**config.mk**
```make
export PLATFORM = sky130hd
export DESIGN_NAME = instr_align_buffer_flat
export DESIGN_NICKNAME = d
export VERILOG_FILES = /design/src/rtl/instr_align_buffer_if.sv /design/src/rtl/instr_align_buffer.sv /design/src/flat_wrapper.sv
export SDC_FILE = /design/constraint.sdc
export NUM_CORES = 1
export LEC_CHECK = 0
export ABC_AREA = 1
export CAP_MARGIN = 20
export CORE_ASPECT_RATIO = 0.9
export CORE_UTILIZATION = 46
export CTS_BUF_LIST = sky130_fd_sc_hd__clkbuf_8
export DETAILED_ROUTE_END_ITERATION = 10
export PLACE_DENSITY = 0.79
export SYNTH_ARGS = -nofsm -noshare
export SYNTH_HDL_FRONTEND = slang
export SYNTH_SLANG_ARGS = --single-unit
```
**constraint.sdc**
```tcl
create_clock -name clk -period 1.9 [get_ports clk]
set_input_delay 0.475 -clock clk [delete_from_list [all_inputs] [get_ports clk]]
set_output_delay 0.475 -clock clk [all_outputs]
set_load 0.005 [all_outputs]
```
**src/rtl/instr_align_buffer_if.sv**
```systemverilog
// rtl/instr_align_buffer_if.sv - fetch, redirect and decode signal bundle for instr_align_buffer
interface instr_align_buffer_if;
    logic [31:0] fetch_pc;
    logic        fetch_valid;
    logic        fetch_ready;
    logic [31:0] fetch_data;
    logic        redirect;
    logic [31:0] redirect_pc;
    logic        dec_valid;
    logic        dec_ready;
    logic [31:0] dec_instr;
    logic [31:0] dec_pc;
    logic        dec_is_rvc;

    modport master (
        output fetch_pc, fetch_ready, dec_valid, dec_instr, dec_pc, dec_is_rvc,
        input  fetch_valid, fetch_data, redirect, redirect_pc, dec_ready
    );

    modport slave (
        input  fetch_pc, fetch_ready, dec_valid, dec_instr, dec_pc, dec_is_rvc,
        output fetch_valid, fetch_data, redirect, redirect_pc, dec_ready
    );
endinterface

```
**src/rtl/instr_align_buffer.sv**
```systemverilog
// rtl/instr_align_buffer.sv - halfword realignment buffer between instruction fetch and decode
// Define RVC_EN for 16-bit compressed support; the default build issues whole 32-bit words only.
module instr_align_buffer #(
    parameter logic [31:0] RESET_VECTOR = 32'h8000_0000
) (
    input logic                  clk,
    input logic                  rst,
    instr_align_buffer_if.master bus
);
`ifdef RVC_EN
    localparam int DEPTH = 3;
`else
    localparam int DEPTH = 2;
`endif
    localparam int QW = 16 * DEPTH;

    logic [QW-1:0] q_r;
    logic [1:0]    count_r;
    logic [31:0]   head_pc_r;
    logic [31:0]   fetch_pc_r;

    logic [15:0]   hw0;
    logic [15:0]   hw1;
    logic          is32;
    logic          consume;
    logic          accept;
    logic          skip_hi;
    logic [1:0]    cons_n;
    logic [1:0]    remain;
    logic [1:0]    app_n;
    logic [1:0]    count_n;
    logic [31:0]   app_word;
    logic [63:0]   q_ext;
    logic [63:0]   kept;
    logic [63:0]   merged;
    logic [QW-1:0] q_n;
    logic [31:0]   redir_head;
    logic [31:0]   redir_fetch;
    logic [63-QW:0] unused_merged;

    assign hw0 = q_r[15:0];
    assign hw1 = q_r[31:16];

`ifdef RVC_EN
    typedef enum logic {RUN, SKIP_HI} state_t;
    state_t state_r, state_n;
    logic   unused_redirect_bits;

    always_ff @(posedge clk) begin
        if (rst) state_r <= RUN;
        else     state_r <= state_n;
    end

    always_comb begin
        state_n = state_r;
        if (bus.redirect)
            state_n = bus.redirect_pc[1] ? SKIP_HI : RUN;
        else if (accept)
            state_n = RUN;
    end

    always_comb begin
        skip_hi = (state_r == SKIP_HI);
    end

    assign is32                 = (hw0[1:0] == 2'b11);
    assign redir_head           = {bus.redirect_pc[31:1], 1'b0};
    assign unused_redirect_bits = bus.redirect_pc[0];
`else
    logic [1:0] unused_redirect_bits;

    assign skip_hi              = 1'b0;
    assign is32                 = 1'b1;
    assign redir_head           = {bus.redirect_pc[31:2], 2'b00};
    assign unused_redirect_bits = bus.redirect_pc[1:0];
`endif
    assign redir_fetch = {bus.redirect_pc[31:2], 2'b00};

    assign bus.dec_valid  = (count_r >= 2'd2) || ((count_r != 2'd0) && !is32);
    assign bus.dec_instr  = is32 ? {hw1, hw0} : {16'h0000, hw0};
    assign bus.dec_pc     = head_pc_r;
    assign bus.dec_is_rvc = ~is32;
    assign bus.fetch_pc   = fetch_pc_r;

    assign consume = bus.dec_valid && bus.dec_ready;
    assign cons_n  = !consume ? 2'd0 : (is32 ? 2'd2 : 2'd1);
    assign remain  = count_r - cons_n;

    // Ready only when the survivors plus a full word still fit in the queue.
    assign bus.fetch_ready = !bus.redirect && (remain <= 2'd1);
    assign accept          = bus.fetch_valid && bus.fetch_ready;

    // After a redirect into the upper half of a word, only that upper half enters the queue.
    assign app_word = !accept ? 32'h0 : (skip_hi ? {16'h0000, bus.fetch_data[31:16]} : bus.fetch_data);
    assign app_n    = !accept ? 2'd0 : (skip_hi ? 2'd1 : 2'd2);
    assign count_n  = remain + app_n;

    // Queue is packed with hw0 in the low bits: drop consumed entries, then append behind survivors.
    assign q_ext         = {{(64-QW){1'b0}}, q_r};
    assign kept          = (q_ext >> {cons_n, 4'b0000}) & ~({64{1'b1}} << {remain, 4'b0000});
    assign merged        = kept | ({32'h0, app_word} << {remain, 4'b0000});
    assign q_n           = merged[QW-1:0];
    assign unused_merged = merged[63:QW];

    always_ff @(posedge clk) begin
        if (rst) begin
            q_r        <= '0;
            count_r    <= 2'd0;
            head_pc_r  <= RESET_VECTOR & ~32'h1;
            fetch_pc_r <= RESET_VECTOR & ~32'h3;
        end else if (bus.redirect) begin
            count_r    <= 2'd0;
            head_pc_r  <= redir_head;
            fetch_pc_r <= redir_fetch;
        end else begin
            q_r     <= q_n;
            count_r <= count_n;
            if (consume)
                head_pc_r <= head_pc_r + (is32 ? 32'd4 : 32'd2);
            if (accept)
                fetch_pc_r <= fetch_pc_r + 32'd4;
        end
    end
endmodule

```
**src/flat_wrapper.sv**
```systemverilog
// flat-port wrapper written by rule: the top's interface ports become plain ports
module instr_align_buffer_flat 
#(
    parameter logic [31:0] RESET_VECTOR = 32'h8000_0000
)
  (clk, rst, bus_fetch_pc, bus_fetch_ready, bus_dec_valid, bus_dec_instr, bus_dec_pc, bus_dec_is_rvc, bus_fetch_valid, bus_fetch_data, bus_redirect, bus_redirect_pc, bus_dec_ready);
  instr_align_buffer_if bus_i ();
  input logic clk;
  input logic rst;
  output wire logic [$bits(bus_i.fetch_pc)-1:0] bus_fetch_pc;
  output wire logic [$bits(bus_i.fetch_ready)-1:0] bus_fetch_ready;
  output wire logic [$bits(bus_i.dec_valid)-1:0] bus_dec_valid;
  output wire logic [$bits(bus_i.dec_instr)-1:0] bus_dec_instr;
  output wire logic [$bits(bus_i.dec_pc)-1:0] bus_dec_pc;
  output wire logic [$bits(bus_i.dec_is_rvc)-1:0] bus_dec_is_rvc;
  input wire logic [$bits(bus_i.fetch_valid)-1:0] bus_fetch_valid;
  input wire logic [$bits(bus_i.fetch_data)-1:0] bus_fetch_data;
  input wire logic [$bits(bus_i.redirect)-1:0] bus_redirect;
  input wire logic [$bits(bus_i.redirect_pc)-1:0] bus_redirect_pc;
  input wire logic [$bits(bus_i.dec_ready)-1:0] bus_dec_ready;
  assign bus_fetch_pc = bus_i.fetch_pc;
  assign bus_fetch_ready = bus_i.fetch_ready;
  assign bus_dec_valid = bus_i.dec_valid;
  assign bus_dec_instr = bus_i.dec_instr;
  assign bus_dec_pc = bus_i.dec_pc;
  assign bus_dec_is_rvc = bus_i.dec_is_rvc;
  assign bus_i.fetch_valid = bus_fetch_valid;
  assign bus_i.fetch_data = bus_fetch_data;
  assign bus_i.redirect = bus_redirect;
  assign bus_i.redirect_pc = bus_redirect_pc;
  assign bus_i.dec_ready = bus_dec_ready;
  instr_align_buffer #(.RESET_VECTOR(RESET_VECTOR)) u_core (.clk(clk), .rst(rst), .bus(bus_i));
endmodule
```
==> out/qor.yml <==
yosys:
  ys_warn_count: 0
  ys_seq_elements: 93
  yosysTopAreaCellShare_pct: 35.18
  yosysTopAreaCell: "dfxtp_1"
  yosysUniqueCellTypes: 44
  avgSynthCellArea_um2: 6.462
  postSynthCellCount: 819
  ys_seq_area_share_pct: 35.18
  synthesis.area_um2: 5293
  synthTopCellsByArea: "dfxtp_1, nand2_1, a21oi_1, nor2_1, inv_1"
floorplanning:
  dieArea_um2: 11940
  coreArea_um2: 10990
  initial_core_util_pct: 48.16
  ios: 168
  die_w_um: 115.1
  die_h_um: 103.8
  rows: 36
sta:
  finalSetupViolations: 0
  drv_slew: 0
  rsz0062_at_grt: "false"
  skew_ps: 6.210
  hold_viol_final: 0
  fmax_mhz: 538.3
  period_share_pct: 97.77
  tns_ps: 0
  period_needed_ps: 1858
power:
  switching_share_pct: 26.68
  power_leakage_nw: 2.896
  internal-power_mw: 3.332
  power_mw: 4.544
  seq_power_share_pct: 48.3
  power.net_switching_mw: 1.212
  pwr-share-clk_pct: 32.9
  power_density_nw_per_um2: 613.0
  max-vdd-ir-drop_uv: 401.9
  power_frac_comb_pct: 18.8
drt:
  wirelength_mm: 16.89
  drc: 0
  via_per_inst: 5.168
  final_antenna_net_count: 0
  drt_first_pass_iters: 6
  drt_iter0_drc: 486
  wire_per_inst_um: 14.81
  num_vias: 5891
finish:
  drive_above_1_share_pct: 9.413
  final_nets: 1055
  final.fill_count: 1027
  antenna_cells: 0
  areaGrowthSynthToFinish_pct: 40.07
clock_tree:
  cts_sinks: 93
  h-tree-depth: 3
  cts-root-buf: "clkbuf_8"
  worstSkewPairLatency_ps: 370
  ctsLongestPathBuffers: 2
  clk_pin_slew_ps: 80
  cts-hold-fix-buffers: 0
  cts_tree: "yes"
  cts_buffers: 9
setup_path:
  critPathRequiredTime_ps: 1420
  crit_type: "reg2out"
  cp_slowest_stage_delay_ps: 550
  r2r_start: "u_core.bus.dec_pc[2]"
  cp_num_buf_inv: 1
  rrSetupSlack_ps: 140
  worstPathMaxFanout: 5
  startpoint_type: "flop"
  crit_arrival_ps: 1380
  startpoint: "u_core.bus.fetch_pc[14]"
  crit_chain: "clkdlybuf4s50_1"
  crit_slowest_cell: "clkdlybuf4s50_1"
  crit_path_end_kind: "output pin"
  cpLargestDelayFamily: "buffers and inverters"
status:
  status: "finished clean"
global_routing:
  globalRouteOverflowTotal: 0
  grtUsageTotal_pct: 28.70
  grt_pass1_vias: 5379
  grt_antenna_before_repair: 0
  grt_pass1_wl_mm: 27.01
  grt_max_degree: 62
worst_hold_path:
  hold_path_startpoint: "u_core.bus.dec_instr[27]"
  hp-class: "reg2reg"
job:
  maxCapViolCount: 0
placed_design:
  dpl.hpwl_mm: 12.55
  place_congestion: 0.9574
  io_buffers: 160
==> synthesized netlist by cell type <==
library cell / instances
nor3_2: 1
nor2_8: 1
buf_6: 3
nand2_1: 263
and2_1: 1
nor2_2: 6
conb_1: 1
and3_1: 1
o211ai_1: 4
buf_1: 1
inv_6: 1
inv_4: 2
nor3_1: 5
o21bai_1: 4
nand4_1: 13
o21a_1: 1
nand2_2: 5
nor3_4: 1
ha_1: 2
nand3b_4: 1
clkbuf_1: 20
o31ai_1: 1
o21ai_0: 38
nor2_1: 72
dfxtp_1: 93
nand2_4: 4
o21ai_1: 8
buf_4: 6
a31o_2: 1
xor2_1: 9
xnor2_1: 4
inv_1: 65
nand3_4: 1
inv_2: 6
a21oi_2: 1
nor2_4: 6
nand3_2: 1
a31oi_1: 18
buf_2: 9
or2_2: 1
nand3_1: 48
nor4_1: 1
nand3b_1: 5
a21oi_1: 84
==> metal layers <==
metal / vias up / share of wire [%] / track usage (%)
met4: 0 / 1.9 / 9.740
met1: 2674 / 43 / 39.06
li1: 2979 / - / -
met5: - / 0 / 0
met2: 211 / 47 / 45.65
met3: 27 / 8.0 / 4.740
==> worst paths after layout <==
check | endpoint | cells past startpoint
max | bus_fetch_pc[14] | 1
min | u_core.bus.dec_instr[27] | 2
max reg2reg | u_core.bus.dec_pc[18] | 10
min reg2reg | u_core.bus.dec_instr[27] | 2
==> power by group through the flow <==
stage / Combinational, mW / Sequential, mW / Clock (mW)
floorplan: 0.359 / 2.21 / 0
global placement: 0.833 / 2.23 / 0
detailed placement: 0.846 / 2.23 / 0
CTS: 0.851 / 2.19 / 1.51
global route: 0.934 / 2.21 / 1.58
finish: 0.853 / 2.20 / 1.49
==> registers in the layout, summed over array words and instances, names as in the netlist <==
signal and cells:
u_core.bus.fetch_pc 30, u_core.bus.dec_instr 32, u_core.bus.dec_pc 30, u_core.count_r 1
==> cell type report <==
| class | count | area, um^2 | area share [%] |
|---|---|---|---|
| multi-input cells | 617 | 2963 | 39.97 |
| clock buffers | 11 | 151.4 | 2.042 |
| flip-flops and latches | 93 | 1869 | 25.22 |
| clock inverters | 4 | 72.57 | 0.9789 |
| repair buffers | 189 | 1879 | 25.35 |
| well taps | 152 | 190.2 | 2.565 |
| inverters | 74 | 287.8 | 3.882 |
==> what timing repair did <==
action | 4_1_cts | 5_1_grt
setup buffers | 0 | 0
endpoints found under the setup margin | 1 | 8
gates cloned | 0 | 0
endpoints found under the hold margin | 0 | 0
resized for setup | 3 | 8
==> worst reg2reg max path: stages, from the launching register on <==
cell and delay, ps:
dfxtp_1 410, ha_1 190, nand2_1 90, nor2_2 160
nand2_2 140, nor2_4 160, nand2_1 110, nor3_2 220
nand2_1 80, nand2_1 60, o21ai_1 50
==> through the flow <==
stage / setup WS, ps / hold WS (ps) / area [um^2] / cells / util [%]
final: 42.35 / 465.5 / 7413 / 1140 / 67.45
after global routing: 0.2304 / 486.0 / 7413 / 1140 / 67.45
after CTS: 4.335 / 456.9 / 7406 / 1140 / 67.38
after detailed placement: -309.7 / 454.5 / 7179 / 1125 / 65.32
after global placement: -311.0 / 451.2 / 7179 / 1125 / 65.32
after floorplan: 420.6 / 460.1 / 5308 / 823 / -
==> cells in the final DEF (no fill, tap or decap), types with 9 or more instances in the layout <==
master,Yosys,routed
nand4_1,13,13
buf_4,6,23
nor2_1,72,72
xor2_1,9,9
o21ai_0,38,38
nand3_1,48,48
nand2_1,263,262
a31oi_1,18,18
dfxtp_1,93,87
clkdlybuf4s50_1,0,157
inv_1,65,66
a21oi_1,84,84
clkbuf_8,0,11
==> logic make-up after synthesis <==
kind of cell | Yosys count | synth area share, %
other | 1 | 0.07085
AOI/OAI and AO/OA | 160 | 16.17
DFF | 93 | 35.18
buffers and inverters | 113 | 9.267
and+or+nand+nor | 437 | 36.69
xor gates and xnor gates | 13 | 2.151
adders and majority gates | 2 | 0.4727
Note: power is estimated with default switching activity, not from simulation.
